<file path="src/rtl/pipe_pkg.sv">
// Shared types for the forwarding controller: per-stage tag, sel-code width and the register-file sel code.
package pipe_pkg;

    // Widest register address a tag can carry; narrower addresses are stored zero-extended.
    localparam int RD_MAX_W = 16;
    localparam int SEL_RF   = 0;

    typedef struct packed {
        logic                valid;
        logic [RD_MAX_W-1:0] rd;
        logic                regwrite;
        logic                load;
    } stage_tag_t;

    function automatic int SEL_W(input int depth);
        return $clog2(depth + 1);
    endfunction

endpackage

</file>
<file path="src/rtl/pipe_fwd_match.sv">
// Priority matcher for one source operand: picks the youngest producing stage and decides forward vs hazard.
module pipe_fwd_match
    import pipe_pkg::*;
#(
    parameter int DEPTH      = 3,
    parameter int DW         = 32,
    parameter int AW         = 5,
    parameter int LOAD_STAGE = 1,
    parameter int SW         = SEL_W(DEPTH)
) (
    input  stage_tag_t [DEPTH-1:0] tags_i,
    input  logic [AW-1:0]          rs_i,
    input  logic                   use_i,
    input  logic [DW-1:0]          rf_data_i,
    input  logic [DEPTH*DW-1:0]    stage_result_i,
    output logic [SW-1:0]          sel_o,
    output logic [DW-1:0]          data_o,
    output logic                   hazard_o
);

    logic hit_s;
    logic hit_load_s;
    int   hit_idx_s;

    // Scan oldest to youngest so the youngest matching stage is the last one written.
    always_comb begin
        hit_s      = 1'b0;
        hit_load_s = 1'b0;
        hit_idx_s  = 0;
        for (int i = DEPTH - 1; i >= 0; i--) begin
            if (tags_i[i].valid && tags_i[i].regwrite && use_i && (rs_i != {AW{1'b0}}) &&
                (tags_i[i].rd == RD_MAX_W'(rs_i))) begin
                hit_s      = 1'b1;
                hit_load_s = tags_i[i].load;
                hit_idx_s  = i;
            end else begin
                hit_s      = hit_s;
                hit_load_s = hit_load_s;
                hit_idx_s  = hit_idx_s;
            end
        end
    end

    // A load result is only usable once it has reached LOAD_STAGE; earlier it becomes a hazard.
    always_comb begin
        sel_o    = SW'(SEL_RF);
        data_o   = rf_data_i;
        hazard_o = 1'b0;
        if (hit_s && (!hit_load_s || (hit_idx_s >= LOAD_STAGE))) begin
            sel_o  = SW'(hit_idx_s + 1);
            data_o = stage_result_i[hit_idx_s*DW +: DW];
        end else if (hit_s) begin
            hazard_o = 1'b1;
        end else begin
            hazard_o = 1'b0;
        end
    end

endmodule

</file>
<file path="src/rtl/pipe_fwd_ctrl.sv">
// Pipeline forwarding/stall controller with a per-stage tag shift register.
// Optional statistics counters are built when PIPE_FWD_STATS_EN is defined.
module pipe_fwd_ctrl
    import pipe_pkg::*;
#(
    parameter int DEPTH      = 3,
    parameter int DW         = 32,
    parameter int AW         = 5,
    parameter int NSRC       = 2,
    parameter int LOAD_STAGE = 1
) (
    input  logic                         clk,
    input  logic                         reset,
    input  logic                         id_valid,
    input  logic [AW-1:0]                id_rd,
    input  logic                         id_regwrite,
    input  logic                         id_memread,
    input  logic [NSRC*AW-1:0]           id_rs,
    input  logic [NSRC-1:0]              id_use,
    input  logic [NSRC*DW-1:0]           rf_data,
    input  logic [DEPTH*DW-1:0]          stage_result,
    input  logic                         flush_id,
    input  logic                         flush_ex,
    output logic                         stall,
    output logic [NSRC*SEL_W(DEPTH)-1:0] fwd_sel,
    output logic [NSRC*DW-1:0]           fwd_data,
    output logic [DEPTH-1:0]             stage_valid
`ifdef PIPE_FWD_STATS_EN
    ,
    output logic [31:0]                  stall_cnt,
    output logic [31:0]                  fwd_cnt
`endif
);

    localparam int SW = SEL_W(DEPTH);

    stage_tag_t [DEPTH-1:0] tag_q;
    stage_tag_t [DEPTH-1:0] tag_d;
    stage_tag_t             id_tag_s;
    logic [NSRC-1:0]        hazard_s;

    // Decode-slot tag as it would enter stage 0.
    always_comb begin
        id_tag_s          = '0;
        id_tag_s.valid    = 1'b1;
        id_tag_s.rd       = RD_MAX_W'(id_rd);
        id_tag_s.regwrite = id_regwrite;
        id_tag_s.load     = id_memread;
    end

    assign stall = id_valid & ~flush_id & (|hazard_s);

    // Shift: stage 0 takes the decode tag or a bubble, flush_ex kills what would move into stage 1.
    always_comb begin
        tag_d = tag_q;
        if (id_valid && !stall && !flush_id && !flush_ex) begin
            tag_d[0] = id_tag_s;
        end else begin
            tag_d[0] = '0;
        end
        if (flush_ex) begin
            tag_d[1] = '0;
        end else begin
            tag_d[1] = tag_q[0];
        end
        for (int i = 2; i < DEPTH; i++) begin
            tag_d[i] = tag_q[i-1];
        end
    end

    // Tag register; reset empties the pipe immediately.
    always_ff @(posedge clk or negedge reset) begin
        if (!reset) begin
            tag_q <= '0;
        end else begin
            tag_q <= tag_d;
        end
    end

    // Expose the per-stage valid bits straight from the tag register.
    always_comb begin
        stage_valid = '0;
        for (int i = 0; i < DEPTH; i++) begin
            stage_valid[i] = tag_q[i].valid;
        end
    end

    for (genvar j = 0; j < NSRC; j++) begin : g_src
        pipe_fwd_match #(
            .DEPTH     (DEPTH),
            .DW        (DW),
            .AW        (AW),
            .LOAD_STAGE(LOAD_STAGE),
            .SW        (SW)
        ) u_match (
            .tags_i        (tag_q),
            .rs_i          (id_rs[j*AW +: AW]),
            .use_i         (id_use[j]),
            .rf_data_i     (rf_data[j*DW +: DW]),
            .stage_result_i(stage_result),
            .sel_o         (fwd_sel[j*SW +: SW]),
            .data_o        (fwd_data[j*DW +: DW]),
            .hazard_o      (hazard_s[j])
        );
    end

`ifdef PIPE_FWD_STATS_EN
    logic [31:0] stall_cnt_q;
    logic [31:0] fwd_cnt_q;
    logic        any_fwd_s;

    assign any_fwd_s = id_valid & (|fwd_sel);

    // Saturating event counters.
    always_ff @(posedge clk or negedge reset) begin
        if (!reset) begin
            stall_cnt_q <= 32'd0;
            fwd_cnt_q   <= 32'd0;
        end else begin
            if (stall && (stall_cnt_q != 32'hFFFF_FFFF)) begin
                stall_cnt_q <= stall_cnt_q + 32'd1;
            end else begin
                stall_cnt_q <= stall_cnt_q;
            end
            if (any_fwd_s && (fwd_cnt_q != 32'hFFFF_FFFF)) begin
                fwd_cnt_q <= fwd_cnt_q + 32'd1;
            end else begin
                fwd_cnt_q <= fwd_cnt_q;
            end
        end
    end

    assign stall_cnt = stall_cnt_q;
    assign fwd_cnt   = fwd_cnt_q;
`endif

endmodule

</file>
<file path="config.mk">
export PLATFORM = sky130hd
export DESIGN_NAME = pipe_fwd_ctrl
export DESIGN_NICKNAME = d
export VERILOG_FILES = /design/src/rtl/pipe_pkg.sv /design/src/rtl/pipe_fwd_match.sv /design/src/rtl/pipe_fwd_ctrl.sv
export SDC_FILE = /design/constraint.sdc
export NUM_CORES = 1
export LEC_CHECK = 0
export ABC_AREA = 1
export CAP_MARGIN = 20
export CELL_PAD_IN_SITES_DETAIL_PLACEMENT = 1
export CELL_PAD_IN_SITES_GLOBAL_PLACEMENT = 1
export CORE_ASPECT_RATIO = 1.2
export CORE_MARGIN = 8
export CORE_UTILIZATION = 35
export CTS_CLUSTER_DIAMETER = 60
export DETAILED_ROUTE_END_ITERATION = 8
export DONT_BUFFER_PORTS = 1
export PLACE_DENSITY = 0.83
export REMOVE_ABC_BUFFERS = 1
export SLEW_MARGIN = 20
export SYNTH_ARGS = -nofsm -noshare
export SYNTH_HDL_FRONTEND = slang
export SYNTH_SLANG_ARGS = --single-unit
export TNS_END_PERCENT = 1
</file>
<file path="constraint.sdc">
create_clock -name clk -period 3 [get_ports clk]
set_input_delay 0.6 -clock clk [delete_from_list [all_inputs] [get_ports clk]]
set_output_delay 0.6 -clock clk [all_outputs]
set_load 0.02 [all_outputs]
</file>
==> results of run 1 <==
[synthesized netlist by cell type (2+ instances only)]
master / number / share of area
o211ai_1: 2 / 0.0033
buf_2: 38 / 0.042
nand2_4: 2 / 0.0049
nor2_4: 2 / 0.0049
buf_4: 5 / 0.0082
clkbuf_1: 17 / 0.014
nor2_2: 2 / 0.0027
inv_2: 9 / 0.0074
nand4_2: 2 / 0.0055
xor2_1: 5 / 0.0096
buf_6: 7 / 0.017
nand4_1: 69 / 0.094
ha_1: 2 / 0.0055
nor2_1: 42 / 0.034
inv_1: 101 / 0.083
nand3_1: 201 / 0.22
nand2_2: 4 / 0.0055
dfrtp_1: 24 / 0.13
a21oi_1: 4 / 0.0044
xnor2_1: 10 / 0.019
nand2_1: 327 / 0.27
[area by class of cell]
| cell class | count | area [sq um] | area share |
|---|---|---|---|
| multi-input combinational | 684 | 3510 | 0.634 |
| timing repair buffer | 63 | 709 | 0.128 |
| sequential | 24 | 604 | 0.109 |
| inverter | 110 | 413 | 0.0746 |
| tap | 168 | 210 | 0.0380 |
| clock buffer | 4 | 88.8 | 0.0161 |
[worst max-delay path, cell delays in order (launching register included)]
cell	delay [ns]
dfrtp_2	0.46
xnor2_4	0.24
nand2_1	0.12
nor2_4	0.17
nand2_4	0.10
buf_8	0.17
nand3b_1	0.14
buf_6	0.18
nand2_4	0.09
buf_4	0.14
nor2_1	0.11
buf_4	0.17
[sequential cells by signal (all words and copies together) (netlist names)]
| register | flops |
|---|---|
| tag_d | 7 |
| tag_q | 14 |
| stage_valid | 3 |
[cells by family after synthesis]
group / synth area share
simple gates: 0.650
buf+inv: 0.171
flops: 0.131
xor+xnor: 0.0287
compound gates: 0.0139
fa+ha+maj: 0.00546
[per-stage QoR]
step           instance area (sq um)  utilization
2_1_floorplan                   4210            -
3_3_place_gp                    5020        0.386
3_5_place_dp                    5020        0.386
4_1_cts                         5130        0.395
5_1_grt                         5530        0.425
6_report                        5530        0.425
[timing repair]
action | 4_1_cts | 5_1_grt
hold endpoints to repair | 0 | 0
gates resized for setup | 9 | 91
cloned | 0 | 3
setup endpoints to repair | 43 | 68
pin swaps | 2 | 14
buffers inserted | 0 | 7
[how the worst max path moves through the flow]
stage | slack (ns) | endpoint | cells after the start
after detailed placement | -0.05 | fwd_sel[1] | 11
after CTS | 0.001 | fwd_data[52] | 14
final | 0.04 | fwd_sel[1] | 11
after global placement | -0.02 | fwd_sel[1] | 11
after floorplan | -1.97 | fwd_sel[1] | 10
after global routing | -0.05 | fwd_sel[2] | 13
[power groups by stage]
| stage | Combinational (mW) | Sequential, mW | Clock (mW) |
|---|---|---|---|
| after floorplan | 0.226 | 0.343 | 0 |
| after global placement | 0.274 | 0.342 | 0 |
| after detailed placement | 0.285 | 0.343 | 0 |
| after CTS | 0.289 | 0.337 | 0.316 |
| after global routing | 0.348 | 0.339 | 0.327 |
| final | 0.315 | 0.338 | 0.310 |
[routing by layer]
layer | share of wire | vias to the layer above | GRT usage
li1 | - | 2860 | -
met1 | 0.35 | 2988 | 0.275
met2 | 0.51 | 382 | 0.452
met3 | 0.10 | 67 | 0.0716
met4 | 0.037 | 0 | 0.0883
met5 | 0 | - | 0
==> run_results.csv, run 1 <==
group,metric,value,unit
die,coreArea,13000,sq um
sta,hold_slack,0.0328,ns
synth,synthArstFlopShare,1.00,
route,drtAntennaViolNets,0,
sta,slew_violations,0,
route,drt-wirelength-per-cell,22.7,um
global_routing,grtUsageTotal,0.251,
job,maxCapViolCount,0,
synth,synth_cells,885,
route,via_count,6297,
finish,num_antenna_cells,0,
critical_path,critPathRequiredTime,2.40,ns
route,drt_iter0_markers,703,
sta,setup_ws,0.0410,ns
power,p_clk_frac,0.322,
synth,synth.distinct_cells,31,
clock_tree,root_buffer,"clkbuf_16",
power,power_frac_comb,0.327,
sta,period_share,0.986,
power,vdd_drop_max,0.392,mV
die,die_height,141,um
sta,fmaxAchievable,0.338,GHz
die,die-area,17000,sq um
critical_path,reg2reg_setup_slack,1.03,ns
critical_path,crit_arrival,2.36,ns
global_routing,grt_pass1_wl,34.6,mm
placed_design,pre_cts_ws,-0.0478,ns
min_path,hold_class,"in2async",
global_routing,grt_start_max_net_pins,39,
critical_path,startpoint,"tag_q[6]$_DFF_PN0_",
power,p_per_area,174,nW/um^2
route,viasPerCell,5.98,
die,io_pins,256,
sta,final-hold-violation-count,0,
synth,yosysWarnings,0,
clock_tree,numClockSinks,24,
route,drc,0,
route,drt-pass1-iter-count,5,
synth,avgSynthCellArea,5.18,sq um
critical_path,rr_worst_depth,9,
power,power.switching,0.332,mW
critical_path,critPathKind,"reg2out",
finish,fin_cells,1053,
power,p_seq_frac,0.351,
critical_path,critical_path.endpoint_type,"output port",
placed_design,dp.cells,1039,
finish,nets,1072,
die,fp.dieW,120,um
global_routing,antenna_found_initial,0,
route,drt_wl_total,23.9,mm
critical_path,setup.worst_path.start_class,"flip-flop",
critical_path,r2r-end,"tag_q[3]$_DFF_PN0_",
clock_tree,cts_hold_buf,0,
synth,yosysSeqAreaShare,0.131,
placed_design,dp_hpwl,18.0,mm
placed_design,numPortBuffers,0,
die,rows,46,
placed_design,gp_congestion,0.971,
sta,final.min_clock_period,2.96,ns
die,start_util,0.352,
finish,syn_to_final_growth,20.8,%
sta,worst_pin_slew,0.452,ns
finish,n_fill_cell,1796,
global_routing,grt_remaining_overflow,0,
clock_tree,htreeDepth,1,
run_status,status,"completed",
global_routing,grt_pass1_vias,6222,
power,internal-power,0.632,mW
power,total_power,0.964,mW
clock_tree,clk_latency,0.26,ns
sta,fin_tns_setup,0,ns
synth,synth_seq_cells,24,
power,p_leak,3.01,nW
finish,layout_commonest_cell,"nand2_1",
power,swShare,0.345,
synth,synth_edf_count,0,
clock_tree,cts_tree,"yes",
synth,syn_area,4580,sq um
critical_path,timing.rr.start,"tag_q[4]$_DFF_PN0_",
finish,final_cell_mix,"266 x nand2_1, 200 x nand3_1, 99 x inv_1",
critical_path,cp_max_fo,22,
synth,yosys_most_used_dff,"dfrtp_1",
clock_tree,path_clk_slew,0.06,ns
sta,skew,0.00180,ns
sta,finalSetupViolations,0,
clock_tree,clock_path_buffers,2,
sta,slew_headroom,0.700,
sta,rsz0062_at_grt,"true",
finish,drive_above_1_share,0.198,
clock_tree,numCtsBuffers,3,
Power figures use the tool's default switching activity.
==> inputs of run 2 (changes only) <==
--- a/config.mk
+++ b/config.mk
@@ -10,11 +10,11 @@
 export CELL_PAD_IN_SITES_DETAIL_PLACEMENT = 1
 export CELL_PAD_IN_SITES_GLOBAL_PLACEMENT = 1
 export CORE_ASPECT_RATIO = 1.2
-export CORE_MARGIN = 8
+export CORE_MARGIN = 2
 export CORE_UTILIZATION = 35
-export CTS_CLUSTER_DIAMETER = 60
 export DETAILED_ROUTE_END_ITERATION = 8
 export DONT_BUFFER_PORTS = 1
+export MAX_ROUTING_LAYER = met4
 export PLACE_DENSITY = 0.83
 export REMOVE_ABC_BUFFERS = 1
 export SLEW_MARGIN = 20
==> run 2 against run 1 <==
  * The flow now finishes with violations (setup timing)
  * Die area down 18%
  * Worst hold slack got worse by 0.0068 ns
  * Utilization grew 0.78 points
  * Count of clock-buffer cells in the layout down 1
  * Clock skew about the same
  * Critical endpoint is now fwd_data[28]
  * Largest cell class unchanged
==> run_results.csv, run 2 (synthesis results as in run 1) <==
group,metric,value,unit
critical_path,timing.rr.start,"tag_q[6]$_DFF_PN0_",
critical_path,slowest_stage,"dfrtp_1",
critical_path,cp_max_fo,15,
route,drt_wl_total,22.5,mm
route,drt-wirelength-per-cell,21.5,um
critical_path,critPathRequiredTime,2.40,ns
sta,finalSetupViolations,1,
die,rows,45,
finish,drive_above_1_share,0.197,
finish,syn_to_final_growth,20.3,%
placed_design,numPortBuffers,0,
power,vdd_drop_max,0.336,mV
global_routing,grt_start_max_net_pins,45,
global_routing,grt_pass1_wl,31.0,mm
critical_path,cp_common_cell,"nand2_1",
clock_tree,htreeDepth,1,
placed_design,gp_congestion,0.959,
die,start_util,0.360,
global_routing,grt_remaining_overflow,0,
critical_path,crit_path_cell_trace,"buf_4 > nand2_1 > nand2_1 > nor2_2 > nand2_1 > nor2_4 > nand3_1 > nand2_1 > inv_1 > nand2_2 > nand2_4 > nand2_8 > clkbuf_16 > nand2_1 > nand2_2",
route,viasPerCell,6.01,
finish,final_cell_mix,"268 x nand2_1, 199 x nand3_1, 98 x inv_1",
sta,skew,0.00145,ns
critical_path,path_delay_family,"simple AND/OR/NAND/NOR gates",
finish,nets,1070,
clock_tree,clk_latency,0.26,ns
critical_path,critical_path.endpoint_type,"output port",
global_routing,grtUsageTotal,0.289,
route,drt-pass1-iter-count,5,
critical_path,crit_arrival,2.42,ns
min_path,hold_class,"in2async",
critical_path,setup.worst_path.start_class,"flip-flop",
critical_path,reg2reg_setup_slack,1.20,ns
clock_tree,root_buffer,"clkbuf_16",
finish,seqCellArea,603,sq um
finish,multiInputGateArea,3520,sq um
route,via_count,6300,
sta,final.min_clock_period,3.02,ns
clock_tree,numClockSinks,24,
route,drtAntennaViolNets,0,
clock_tree,path_clk_slew,0.06,ns
die,fp.dieW,108,um
sta,worst_pin_slew,0.443,ns
finish,n_fill_cell,1783,
finish,regMostFlops,"tag_q",
finish,largest_reg_flops,14,
sta,fmaxAchievable,0.331,GHz
sta,setup_ws,-0.0184,ns
die,die-area,14000,sq um
critical_path,path_buf_inv,3,
power,total_power,1.03,mW
critical_path,startpoint,"tag_d[40]$_DFF_PN0_",
power,p_leak,2.98,nW
power,p_per_area,186,nW/um^2
sta,rsz0062_at_grt,"true",
sta,slew_headroom,0.706,
placed_design,dp_hpwl,15.9,mm
clock_tree,cts_tree,"yes",
global_routing,grt_pass1_vias,5818,
die,die_height,129,um
clock_tree,numCtsBuffers,3,
finish,fin_cells,1048,
clock_tree,clock_path_buffers,2,
sta,period_share,1.01,
die,coreArea,12700,sq um
critical_path,critPathKind,"reg2out",
sta,slew_violations,0,
run_status,violations,"setup timing",
route,drc,0,
sta,final-hold-violation-count,0,
run_status,status,"finished, violations left",
die,io_pins,256,
job,maxCapViolCount,0,
placed_design,dp.cells,1028,
critical_path,cp_slowest_stage_delay,0.42,ns
finish,layout_commonest_cell,"nand2_1",
global_routing,antenna_found_initial,1,
route,drt_iter0_markers,394,
[run 2: cell types whose count changed in the layout (fill, tap and decap cells not counted), sizes merged]
| cell | previous run | this run |
|---|---|---|
| buf | 61 | 57 |
| inv | 110 | 109 |
| diode | 0 | 1 |
| bufinv | 0 | 1 |
| clkbuf | 6 | 7 |
| clkinvlp | 0 | 1 |
[run 2: path summary, 6_finish.rpt]
check,end,depth (start not counted)
max,fwd_data[28],15
min,tag_d[43]$_DFF_PN0_,0
max reg2reg,stage_valid[0]$_DFF_PN0_,7
min reg2reg,tag_q[39]$_DFF_PN0_,0
max in group asynchronous,tag_q[3]$_DFF_PN0_,0
min in group clk,stage_valid[1]$_DFF_PN0_,1
[run 2: metrics by stage]
step | hold slack [ns] | setup TNS [ns] | utilization | cell area, sq um | worst slack, ns
2_1_floorplan | 0.304 | -99.73 | - | 4210 | -1.97
3_3_place_gp | 0.305 | 0 | 0.384 | 4880 | 0.0884
3_5_place_dp | 0.305 | 0 | 0.384 | 4880 | 0.0108
4_1_cts | 0.0238 | 0 | 0.396 | 5030 | 0.0129
5_1_grt | 0.0188 | -3.15 | 0.433 | 5510 | -0.133
6_report | 0.0260 | -0.0184 | 0.433 | 5510 | -0.0184
[run 2: cell type report]
class	instances	area share
multi-input cells	684	0.638
diodes	1	0.000454
well taps	164	0.0372
clock buffers	3	0.0136
clock inverters	1	0.00545
flip-flops and latches	24	0.109
inverters	110	0.0760
repair buffers	61	0.119
[run 2: power by group]
group          internal [mW]  leakage, nW  switching, mW
Clock                  0.266       0.0511          0.117
Sequential             0.331        0.328        0.00779
Combinational         0.0948         2.60          0.210
Total                  0.691         2.98          0.334
[run 2: worst register-to-register path, stage by stage (launching register included)]
cell	delay, ns
dfrtp_1	0.44
xnor2_2	0.22
nand2_1	0.08
nor2_1	0.12
nand4_1	0.15
or2_2	0.33
nand3_1	0.26
inv_1	0.08
[run 2: timing repair]
item,4_1_cts,5_1_grt
endpoints found under the hold margin,0,0
gates cloned,0,5
pin swaps,0,16
hold buffers,0,0
buffers inserted,0,10
resized for setup,11,93
setup endpoints to repair,33,67
[run 2: layer usage]
| layer | part of all wire | global-route usage | vias to the layer above |
|---|---|---|---|
| met4 | 0.045 | 0.109 | 0 |
| met5 | 0 | - | - |
| li1 | - | - | 2858 |
| met1 | 0.37 | 0.338 | 2975 |
| met2 | 0.50 | 0.491 | 382 |
| met3 | 0.089 | 0.0538 | 85 |
==> inputs of run 3 (changes only) <==
--- a/config.mk
+++ b/config.mk
@@ -11,11 +11,13 @@
 export CELL_PAD_IN_SITES_GLOBAL_PLACEMENT = 1
 export CORE_ASPECT_RATIO = 1.2
 export CORE_MARGIN = 2
-export CORE_UTILIZATION = 35
+export CORE_UTILIZATION = 30
+export CTS_BUF_LIST = sky130_fd_sc_hd__clkbuf_4
+export CTS_CLUSTER_DIAMETER = 30
 export DETAILED_ROUTE_END_ITERATION = 8
 export DONT_BUFFER_PORTS = 1
 export MAX_ROUTING_LAYER = met4
-export PLACE_DENSITY = 0.83
+export PLACE_DENSITY = 0.75
 export REMOVE_ABC_BUFFERS = 1
 export SLEW_MARGIN = 20
 export SYNTH_ARGS = -nofsm -noshare
==> run 3 against run 2 <==
  * The flow finishes with violations (DRC, setup timing)
  * Via count is 1.4% higher
  * Maximum frequency is 3.6% lower
  * Global-route usage down 3.1 points
  * Non-clock buffer count rose by 8
  * Cell count up 4.7%
  * Clock power is 37% lower
  * Critical endpoint is now fwd_data[7]
  * Largest power group is now combinational logic
==> run_results.csv, run 3 (synthesis results as in run 1) <==
group,metric,value,unit
run_status,status,"finished, violations left",
run_status,violations,"DRC, setup timing",
placed_design,numPortBuffers,0,
critical_path,setup.worst_path.start_class,"flip-flop",
sta,finalSetupViolations,34,
clock_tree,root_buffer,"clkbuf_4",
die,io_pins,256,
sta,slew_headroom,0.698,
sta,fmaxAchievable,0.319,GHz
route,drc,2,
power,p_leak,3.12,nW
power,power_frac_comb,0.374,
power,swShare,0.374,
finish,n_fill_cell,2036,
placed_design,dp_hpwl,16.2,mm
sta,final.min_clock_period,3.13,ns
power,vdd_drop_max,0.312,mV
min_path,hold_class,"in2async",
global_routing,use_met2,0.446,
critical_path,path_buf_inv,2,
global_routing,use_met1,0.294,
sta,skew,0.0121,ns
route,drt_iter0_markers,808,
critical_path,crit_arrival,2.53,ns
clock_tree,numCtsBuffers,3,
finish,final_cell_mix,"232 x nand2_1, 194 x nand3_1, 98 x inv_1",
route,drt_wl_total,24.8,mm
power,power.switching,0.347,mW
finish,layout_commonest_cell,"nand2_1",
global_routing,gr-max-usage-layer,"met2",
critical_path,cp_max_fo,10,
finish,largest_reg_flops,14,
finish,syn_to_final_growth,31.5,%
sta,setup_ws,-0.131,ns
power,p_seq_frac,0.365,
global_routing,grt_pass1_vias,5842,
die,start_util,0.306,
route,drtAntennaViolNets,0,
critical_path,cp_common_cell,"nand4_1",
global_routing,grt_pass1_wl,32.1,mm
sta,rsz0062_at_grt,"true",
critical_path,critPathKind,"reg2out",
clock_tree,clk_latency,0.33,ns
global_routing,grt_start_max_net_pins,49,
job,maxCapViolCount,0,
global_routing,grtUsageTotal,0.258,
power,p_per_area,154,nW/um^2
placed_design,pre_cts_ws,-0.0251,ns
sta,period_share,1.04,
global_routing,antenna_found_initial,1,
die,rows,49,
global_routing,grtUsageMet3,0.0527,
critical_path,critPathRequiredTime,2.40,ns
clock_tree,path_clk_slew,0.15,ns
route,via_count,6391,
finish,regMostFlops,"tag_q",
critical_path,path_delay_family,"simple AND/OR/NAND/NOR gates",
clock_tree,cts_tree,"yes",
critical_path,critical_path.endpoint_type,"output port",
clock_tree,numClockSinks,24,
route,drt-wirelength-per-cell,22.6,um
sta,slew_violations,0,
sta,worst_pin_slew,0.454,ns
die,coreArea,15000,sq um
die,die-area,16300,sq um
clock_tree,clock_path_buffers,2,
critical_path,slowest_stage,"dfrtp_2",
global_routing,grt_remaining_overflow,0,
critical_path,crit_path_cell_trace,"xnor2_2 > nand2_1 > nor2_1 > nand4_1 > nand4_1 > ha_2 > nand2_4 > buf_6 > clkbuf_16 > nand3_1 > nand2_2",
route,drt-pass1-iter-count,7,
finish,nets,1078,
finish,drive_above_1_share,0.257,
die,die_height,139,um
route,viasPerCell,5.83,
clock_tree,htreeDepth,1,
sta,hold_slack,0.0480,ns
power,internal-power,0.579,mW
placed_design,gp_congestion,0.904,
sta,final-hold-violation-count,0,
die,fp.dieW,117,um
critical_path,cp_slowest_stage_delay,0.49,ns
power,p_clk_frac,0.261,
-- run 3: area by class of cell --
| class | count | area, sq um | area share |
|---|---|---|---|
| diodes | 2 | 5.00 | 0.000830 |
| clock buffers | 3 | 22.5 | 0.00374 |
| clock inverters | 1 | 30.0 | 0.00498 |
| inverters | 110 | 413 | 0.0685 |
| multi-input cells | 684 | 3830 | 0.635 |
| flip-flops and latches | 24 | 604 | 0.100 |
| well taps | 204 | 255 | 0.0424 |
| repair buffers | 69 | 867 | 0.144 |
-- run 3: stage by stage --
stage | total power, mW | utilization | area, sq um | cells | TNS, ns
global route | 0.981 | 0.403 | 6020 | 1096 | -8.16
CTS | 0.882 | 0.348 | 5210 | 1076 | -0.0107
detailed placement | 0.620 | 0.330 | 4940 | 1065 | -0.0287
finish | 0.926 | 0.403 | 6030 | 1097 | -2.29
floorplan | 0.569 | - | 4210 | 818 | -99.73
global placement | 0.611 | 0.330 | 4940 | 1065 | 0
-- run 3: worst paths after layout --
| path | from | end | slack, ns | cells after the start |
|---|---|---|---|---|
| max | tag_q[4]$_DFF_PN0_ | fwd_data[7] | -0.13 | 11 |
| min | reset | tag_q[0]$_DFF_PN0_ | 0.05 | 1 |
| max reg2reg | tag_q[4]$_DFF_PN0_ | tag_q[3]$_DFF_PN0_ | 1.05 | 7 |
| min reg2reg | tag_d[39]$_DFF_PN0_ | tag_q[39]$_DFF_PN0_ | 0.43 | 0 |
| max in group asynchronous | reset | tag_q[3]$_DFF_PN0_ | 2.78 | 1 |
| min in group clk | flush_ex | tag_d[38]$_DFF_PN0_ | 0.30 | 1 |
-- run 3: power groups by stage --
stage / clock (mW) / combinational, mW / sequential, mW
after floorplan: 0 / 0.226 / 0.343
after global placement: 0 / 0.268 / 0.343
after detailed placement: 0 / 0.277 / 0.343
after CTS: 0.245 / 0.300 / 0.337
after global routing: 0.259 / 0.382 / 0.339
final: 0.242 / 0.346 / 0.338
-- run 3: routing by layer --
metal	vias up	routed length [um]
met2	395	12300
li1	2873	-
met4	0	1150
met1	3036	9020
met3	87	2320
met5	-	0
-- run 3: timing repair --
item / 4_1_cts / 5_1_grt
endpoints found under the setup margin: 68 / 68
resized for setup: 48 / 149
cloned: 0 / 8
hold endpoints to repair: 24 / 0
hold buffers: 1 / 0
pin swaps: 3 / 58
setup buffers: 6 / 11
